**src/rtl/vend_pkg.sv**
```systemverilog
// Shared definitions for the coin credit controller: state codes, coin values, credit width.
package vend_pkg;

    localparam logic [1:0] ST_IDLE   = 2'd0;
    localparam logic [1:0] ST_VEND   = 2'd1;
    localparam logic [1:0] ST_CHANGE = 2'd2;

    typedef enum logic [1:0] {
        IDLE   = ST_IDLE,
        VEND   = ST_VEND,
        CHANGE = ST_CHANGE
    } state_t;

    localparam int CREDIT_W = 3;

    localparam logic [3:0] COIN1_VAL = 4'd1;
    localparam logic [3:0] COIN2_VAL = 4'd2;

    // coin2 has priority when both coins arrive in the same cycle
    function automatic logic [3:0] coin_value(input logic c1, input logic c2);
        if (c2) begin
            return COIN2_VAL;
        end else if (c1) begin
            return COIN1_VAL;
        end
        return 4'd0;
    endfunction

endpackage

```
**src/rtl/coin_credit_fsm_edge_pulse.sv**
```systemverilog
// Module edge_pulse: 1-bit rising-edge detector against the previous-cycle registered level.
module edge_pulse (
    input  logic clk,
    input  logic rst_n,
    input  logic din,
    output logic pulse
);

    logic prev_q;
    logic prev_d;

    always_comb begin
        prev_d = din;
    end

    always_ff @(posedge clk) begin
        if (!rst_n) begin
            prev_q <= 1'b0;
        end else begin
            prev_q <= prev_d;
        end
    end

    assign pulse = din & ~prev_q;

endmodule

```
**src/rtl/coin_credit_fsm.sv**
```systemverilog
// Vending credit controller: accumulates coin credit, requests dispense, returns change.
// Optional refund button enabled by defining COIN_REFUND_EN.
module coin_credit_fsm
    import vend_pkg::*;
#(
    parameter int PRICE      = 5,
    parameter int CREDIT_MAX = 7
) (
    input  logic                clk,
    input  logic                rst_n,
    input  logic                coin1,
    input  logic                coin2,
`ifdef COIN_REFUND_EN
    input  logic                refund,
`endif
    input  logic                dispense_ack,
    output logic [CREDIT_W-1:0] cs,
    output logic                dispense,
    output logic [CREDIT_W-1:0] change,
    output logic                change_valid,
    output logic                coin_reject
);

    localparam logic [3:0]          PRICE4 = 4'(PRICE);
    localparam logic [3:0]          MAX4   = 4'(CREDIT_MAX);
    localparam logic [CREDIT_W-1:0] PRICE3 = CREDIT_W'(PRICE);

    logic c1_pulse;
    logic c2_pulse;

    edge_pulse u_edge_c1 (.clk(clk), .rst_n(rst_n), .din(coin1), .pulse(c1_pulse));
    edge_pulse u_edge_c2 (.clk(clk), .rst_n(rst_n), .din(coin2), .pulse(c2_pulse));

`ifdef COIN_REFUND_EN
    logic rf_pulse;
    edge_pulse u_edge_rf (.clk(clk), .rst_n(rst_n), .din(refund), .pulse(rf_pulse));
`endif

    state_t              state_q, state_d;
    logic [CREDIT_W-1:0] credit_q, credit_d;
    logic                dispense_q, dispense_d;
    logic [CREDIT_W-1:0] change_q, change_d;
    logic                change_valid_q, change_valid_d;
    logic                coin_reject_q, coin_reject_d;

    logic       any_coin;
    logic [3:0] sum4;

    // 4-bit sum so credit + 2 cannot wrap before the limit compare
    assign any_coin = c1_pulse | c2_pulse;
    assign sum4     = {1'b0, credit_q} + coin_value(c1_pulse, c2_pulse);

    always_comb begin
        state_d        = state_q;
        credit_d       = credit_q;
        dispense_d     = dispense_q;
        change_d       = change_q;
        change_valid_d = 1'b0;
        coin_reject_d  = 1'b0;

        unique case (state_q)
            IDLE: begin
`ifdef COIN_REFUND_EN
                if (rf_pulse && (credit_q != '0)) begin
                    change_d       = credit_q;
                    change_valid_d = 1'b1;
                    credit_d       = '0;
                    coin_reject_d  = any_coin;
                end else
`endif
                if (any_coin) begin
                    coin_reject_d = c1_pulse & c2_pulse;
                    if (sum4 > MAX4) begin
                        coin_reject_d = 1'b1;
                    end else begin
                        credit_d = sum4[CREDIT_W-1:0];
                        if (sum4 >= PRICE4) begin
                            state_d    = VEND;
                            dispense_d = 1'b1;
                        end
                    end
                end
            end
            VEND: begin
                coin_reject_d = any_coin;
                if (dispense_ack) begin
                    state_d        = CHANGE;
                    dispense_d     = 1'b0;
                    change_d       = credit_q - PRICE3;
                    change_valid_d = 1'b1;
                end
            end
            CHANGE: begin
                coin_reject_d = any_coin;
                credit_d      = '0;
                state_d       = IDLE;
            end
            default: begin
                state_d    = IDLE;
                credit_d   = '0;
                dispense_d = 1'b0;
            end
        endcase
    end

    always_ff @(posedge clk) begin
        if (!rst_n) begin
            state_q        <= IDLE;
            credit_q       <= '0;
            dispense_q     <= 1'b0;
            change_q       <= '0;
            change_valid_q <= 1'b0;
            coin_reject_q  <= 1'b0;
        end else begin
            state_q        <= state_d;
            credit_q       <= credit_d;
            dispense_q     <= dispense_d;
            change_q       <= change_d;
            change_valid_q <= change_valid_d;
            coin_reject_q  <= coin_reject_d;
        end
    end

    assign cs           = credit_q;
    assign dispense     = dispense_q;
    assign change       = change_q;
    assign change_valid = change_valid_q;
    assign coin_reject  = coin_reject_q;

endmodule

```
**config.mk**
```make
export PLATFORM = sky130hd
export DESIGN_NAME = coin_credit_fsm
export DESIGN_NICKNAME = d
export VERILOG_FILES = /design/src/rtl/vend_pkg.sv /design/src/rtl/coin_credit_fsm_edge_pulse.sv /design/src/rtl/coin_credit_fsm.sv
export SDC_FILE = /design/constraint.sdc
export NUM_CORES = 1
export LEC_CHECK = 0
export CAP_MARGIN = 20
export CORE_MARGIN = 3
export CORE_UTILIZATION = 50
export DETAILED_ROUTE_END_ITERATION = 8
export PLACE_DENSITY = 0.83
export SLEW_MARGIN = 20
export SYNTH_ARGS = -nofsm -noshare
export SYNTH_HDL_FRONTEND = slang
export SYNTH_SLANG_ARGS = --single-unit
```
**constraint.sdc**
```tcl
create_clock -name clk -period 2.19 [get_ports clk]
set_clock_uncertainty 0.1 [all_clocks]
set_input_delay 0.438 -clock clk [delete_from_list [all_inputs] [get_ports clk]]
set_output_delay 0.438 -clock clk [all_outputs]
set_load 0.02 [all_outputs]
```
# [Word-level counts from Yosys, hierarchy flattened]
# Index checks and enable logic that the tools add are counted.
[word_totals] reg_bits=13 inputBits=5 out_inout_bits=9 wordCells=55
[classes] addsub=2 n_lt_le_gt_ge=2 n_eq_ne=6 mux=22 bitwise_logic=8 n_reduce_logical=7
[ops] cell="4-bit two-way mux" count=3
[ops] cell="1-bit two-way mux" count=9
[ops] cell="2-bit two-way mux" count=4
[ops] cell="2-bit != test, second input constant" count=4
[ops] cell="3-bit two-way mux" count=2
[ops] cell="3-bit one-hot mux with 2 select lines" count=1
[ops] cell="5-bit AND reduction" count=1
[ops] cell="3-bit by 4-bit adder with 4-bit output" count=1
[ops] cell="4-bit by 3-bit greater-or-equal comparator with 1-bit output, second input constant" count=1
[ops] cell="4-bit by 3-bit > comparator with 1-bit output, second input constant" count=1
[ops] cell="1-bit NOT" count=4
[ops] cell="2-bit one-hot mux with 2 select lines" count=1
[ops] cell="2-bit AND reduction" count=2
[ops] cell="4-bit AND reduction" count=1
[ops] cell="1-bit bitwise AND" count=3
[ops] cell="1-bit one-hot mux with 3 select lines" count=1
[ops] cell="3-bit AND reduction" count=1
[ops] cell="3-bit subtractor, second input constant" count=1
[ops] cell="2-bit by 1-bit equality test with 1-bit output, second input constant" count=1
[ops] cell="2-bit equality test, second input constant" count=1
[ops] cell="2-bit zero test" count=1
[ops] cell="1-bit one-hot mux with 2 select lines" count=1
[ops] cell="2-bit OR reduction" count=1
[ops] cell="1-bit OR" count=1

# [Logic depth before layout (Yosys ltp)]
[depth] ltp_word=11 mapped_depth=9 mapped_depth_nobuf=9

# [Cells and area by module]
# A second synthesis with hierarchy kept.
[hier_totals] hier_cells=83 hier_area_um2=775.7
[by_module_without_submodules] mod="coin_credit_fsm" n_inst=1 cells_per_inst=77 area_per_inst_um2=695.7 seq_area_each_um2=220.2
[by_module_without_submodules] mod="edge_pulse" n_inst=2 cells_per_inst=3 area_per_inst_um2=40.0 seq_area_each_um2=20.0

# [Least setup slack after synthesis]
# OpenSTA, ideal clock, no wires.
[synth_timing] kind="input -> register" start="in coin2" end="reg state_q[1]" setup_time_ns=0.072 arrival_ns=1.872 required_ns=2.018 slack_ns=0.146 stages=9 n_path_buf=0 path_cell_list="nand2b_4 -> inv_1 -> nor2_1 -> ha_1 -> fa_1 -> o22ai_2 -> a211oi_2 -> a21oi_1 -> mux2i_1"
[synth_via] elab_chain_cells=7 word_cells_on_any_way=12 cone_classes="add/sub: 1; order compare: 2; eq/ne: 3; mux: 3; bitwise: 2; reduce/logical: 1"
[synth_lines] item="start: declaration" line_no="coin_credit_fsm.sv:12" rtl="input logic coin2,"
[synth_lines] item="1-bit bitwise AND *" line_no="coin_credit_fsm_edge_pulse.sv:24" rtl="assign pulse = din & ~prev_q;"
[synth_lines] item="4-bit two-way mux or 1-bit two-way mux (tied branches)" line_no="vend_pkg.sv:21" rtl="if (c2) begin"
[synth_lines] item="4-bit two-way mux" line_no="vend_pkg.sv:26" rtl="return 4'd0;"
[synth_lines] item="3-bit by 4-bit adder with 4-bit output" line_no="coin_credit_fsm.sv:51" rtl="assign sum4 = {1'b0, credit_q} + coin_value(c1_pulse, c2_pulse);"
[synth_lines] item="4-bit by 3-bit greater-or-equal comparator with 1-bit output or 4-bit by 3-bit > comparator with 1-bit output (tied branches)" line_no="coin_credit_fsm.sv:77, coin_credit_fsm.sv:73"
[synth_lines] item="2-bit != test (no line)"
[synth_lines] item="4-bit AND reduction (no line) *"
[synth_lines] item="end signal: assignment" line_no="coin_credit_fsm.sv:115" rtl="state_q <= state_d;"
[synth_lines] item="end: declaration" line_no="coin_credit_fsm.sv:39" rtl="state_t state_q, state_d;"
# Mark *: on every way between the ends. The rest lies on a longest branch, timed or not.
# A chain may end at the register's enable or synchronous reset.

# [Final worst setup path]
# Same ends and word-level chain as after synthesis.

==> impl_metrics.tcl <==
set metrics [dict create \
    crit_path_end_kind "flip-flop" \
    start_util_pct 57.10 \
    dp_hpwl_mm 1.153 \
    areaGrowthSynthToFinish_pct 24.72 \
    synth_cell_type_count 31 \
    path_cells "dlygate4sd2_1 -> nand2b_4 -> inv_1 -> nor2_1 -> ha_1 -> fa_2 -> o22ai_2 -> a211oi_2 -> a21oi_1 -> mux2i_1" \
    critical_path.max_fanout 2 \
    cp_num_buf_inv 2 \
    clk_pin_slew_worst_paths_ns 0.08 \
    nets 116 \
    tightest_slew_ns 0.3410 \
    finalSetupViolations 0 \
    hold_depth 2 \
    crit_arrival_ns 2.18 \
    synthAdderAreaFrac_pct 15.21 \
    routed_wl_mm 1.598 \
    min_period_ns 2.104 \
    startpoint_type "input pin" \
    coreArea_sq_um 1383 \
    synth.area.mux_share_pct 5.071 \
    synth-simple-area-share_pct 21.08 \
    worstSetupPathType "in -> reg" \
    synth-edff-count 0 \
    critical-path-top-delay-family "adder cells" \
    grt_start_max_net_pins 11 \
    critPathRequiredTime_ns 2.27 \
    cp_num_cells 10 \
    root_buffer "clkbuf_4" \
    grt_pass1_wl_mm 2.573 \
    relSlewSlack_pct 77.19 \
    rsz0062_at_grt "yes" \
    synth_fp_nets 96 \
    cp_slowest_cell "fa_2" \
    synthXorXnorAreaFrac_pct 1.109 \
    tritoncts "built" \
    final_util_pct 71.22 \
    max_cap_viol_count 0 \
    drt-pass1-iter-count 4 \
    die_y_um 45.74 \
    placed_area_sq_um 953.4 \
    clock_latency_ns 0.28 \
    drive_gt1_share_pct 20.79 \
    cts.sinks 13 \
    diodes 0 \
    yosysSeqAreaShare_pct 32.96 \
    post-route-period-util_pct 96.09 \
    synth_compound_area_share_pct 18.38 \
    cts_setup_buffers 0 \
    clockBufferDepth 2 \
    pwr_density_cell_nw_per_um2 614.0 \
    placed_cells 112 \
    status "completed" \
    die_area_sq_um 2092 \
    place_ws_ns -0.4249 \
    antenna_found_initial 0 \
    synth_top_family_by_area "simple AND/OR/NAND/NOR gates" \
    port_buffers 13 \
    synth_cells 82 \
    power_w 0.0006046 \
    finalWorstSetupSlack_ns 0.08573 \
    final_cells 116 \
    grt_usage_pct 17.90 \
    peakVddDrop_uv 374.7 \
    via_per_inst 5.578 \
    syn_avg_cell_area_sq_um 9.628 \
    synth_seq_cells 13 \
    reg2reg_depth 9 \
    grt_pass1_vias 576 \
    num_rows 13 \
    syn_area_sq_um 789.5 \
    drc 0 \
    async_flop_share_pct 0 \
    ios 14 \
    ys.flop_type "dfxtp_1" \
    cpPeakStageDelay_ns 0.55 \
    fp.dieW_um 45.74 \
    gp_congestion 0.7968 \
    drv_slew 0 \
    wl_per_cell_um 13.78 \
    dr.first_iter.drc_count 10 \
    vias 647 \
    leakagePower_nw 0.4568 \
    hold_path.class "reg -> reg" \
    fmax_ghz 0.4752 \
    ant_nets 0 \
    final_area_sq_um 984.7 \
    ys_warn_count 0 \
    cts_made_buffers 3 \
    htreeDepth 1 \
    hold_viol_final 0 \
    grt_overflow_total 0 \
]
## cell usage after synthesis (2+ instances only)
library cell	number	area share, %
mux2i_1	4	5.1
nand3_1	2	1.3
and2_1	2	1.6
o21ai_1	2	1.3
dfxtp_1	13	33
nand2_1	3	1.4
nor2_1	6	2.9
inv_1	7	3.3
ha_1	8	13
and2b_2	2	2.2
a211oi_1	2	1.9
a31oi_1	2	1.6
nand2b_4	2	3.5
o21ai_0	2	1.3
a21oi_1	7	4.4
nor3_1	3	1.9
## metal layers
metal	wire length (um)	global-route usage, %	up-vias
met5	0	0	-
met4	44	11.93	0
met1	735	22.06	308
met3	48	4.743	5
li1	-	-	320
met2	769	27.02	14
## registers in the layout (all words and copies together) (netlist names)
name,count
coin_reject,1
state_q,2
u_edge_c1.prev_q,1
dispense,1
change_valid,1
u_edge_c2.prev_q,1
cs,3
change,3
## area by class of cell
cell class	count	area, sq um
Multi-Input combinational cell	59	488.0
Sequential cell	13	260.3
Tap cell	15	18.77
Inverter	7	26.28
Fill cell	97	397.9
Clock buffer	4	26.28
Timing Repair Buffer	18	165.2
## placed cells by master (no fill, tap or decap), types with 2 or more instances in the layout
master / synthesis / layout
nand3_1: 2 / 2
buf_4: 1 / 5
nand2_1: 3 / 3
o21ai_0: 2 / 2
ha_1: 8 / 8
a211oi_1: 2 / 2
clkdlybuf4s50_1: 0 / 11
clkbuf_4: 0 / 3
inv_1: 7 / 7
nor2_1: 6 / 6
and2b_2: 2 / 2
dlygate4sd2_1: 0 / 2
nor3_1: 3 / 2
a21oi_1: 7 / 7
a31oi_1: 2 / 2
nand2b_4: 2 / 2
dfxtp_1: 13 / 13
mux2i_1: 4 / 4
o21ai_1: 2 / 2
and2_1: 2 / 2
## through the flow
stage / TNS (ns) / hold WS (ns)
floorplan: 0 / 0.3709
global placement: -1.677 / 0.3790
detailed placement: -2.008 / 0.3925
CTS: 0 / 0.4115
global route: -0.01416 / 0.4428
finish: 0 / 0.4017
## logic make-up after synthesis
family	after synthesis
and+or+nand+nor	25
AOI/OAI and AO/OA	20
DFF	13
buffers and inverters	10
adders and majority gates	9
muxes	4
xor gates and xnor gates	1
## repair_timing
| action | CTS | global route |
|---|---|---|
| endpoints found under the setup margin | 3 | 2 |
| hold buffers | 0 | 0 |
| resized for setup | 3 | 1 |
| pin swaps | 2 | 1 |
## where the power goes
| group | internal, W | switching, W | total, W |
|---|---|---|---|
| Combinational | 0.0000914 | 0.0000928 | 0.000184 |
| Sequential | 0.000251 | 0.0000151 | 0.000266 |
| Clock | 0.0000708 | 0.0000834 | 0.000154 |
## worst paths after layout
check,to,slack (ns),start
worst max-delay path,state_q[1]$_SDFFE_PN0P_,0.09,coin2
worst min register to register,change[2]$_SDFFE_PN0P_,0.40,change[2]$_SDFFE_PN0P_
worst max register to register,state_q[1]$_SDFFE_PN0P_,0.13,u_edge_c2.prev_q$_SDFF_PN0_
worst min-delay path,change[2]$_SDFFE_PN0P_,0.40,change[2]$_SDFFE_PN0P_
## tightest hold or removal path, stage by stage, from the launching register on
cell,delay [ns]
dfxtp_1,0.33
mux2i_1,0.06
nor2_1,0.08
Power figures use the tool's default switching activity.
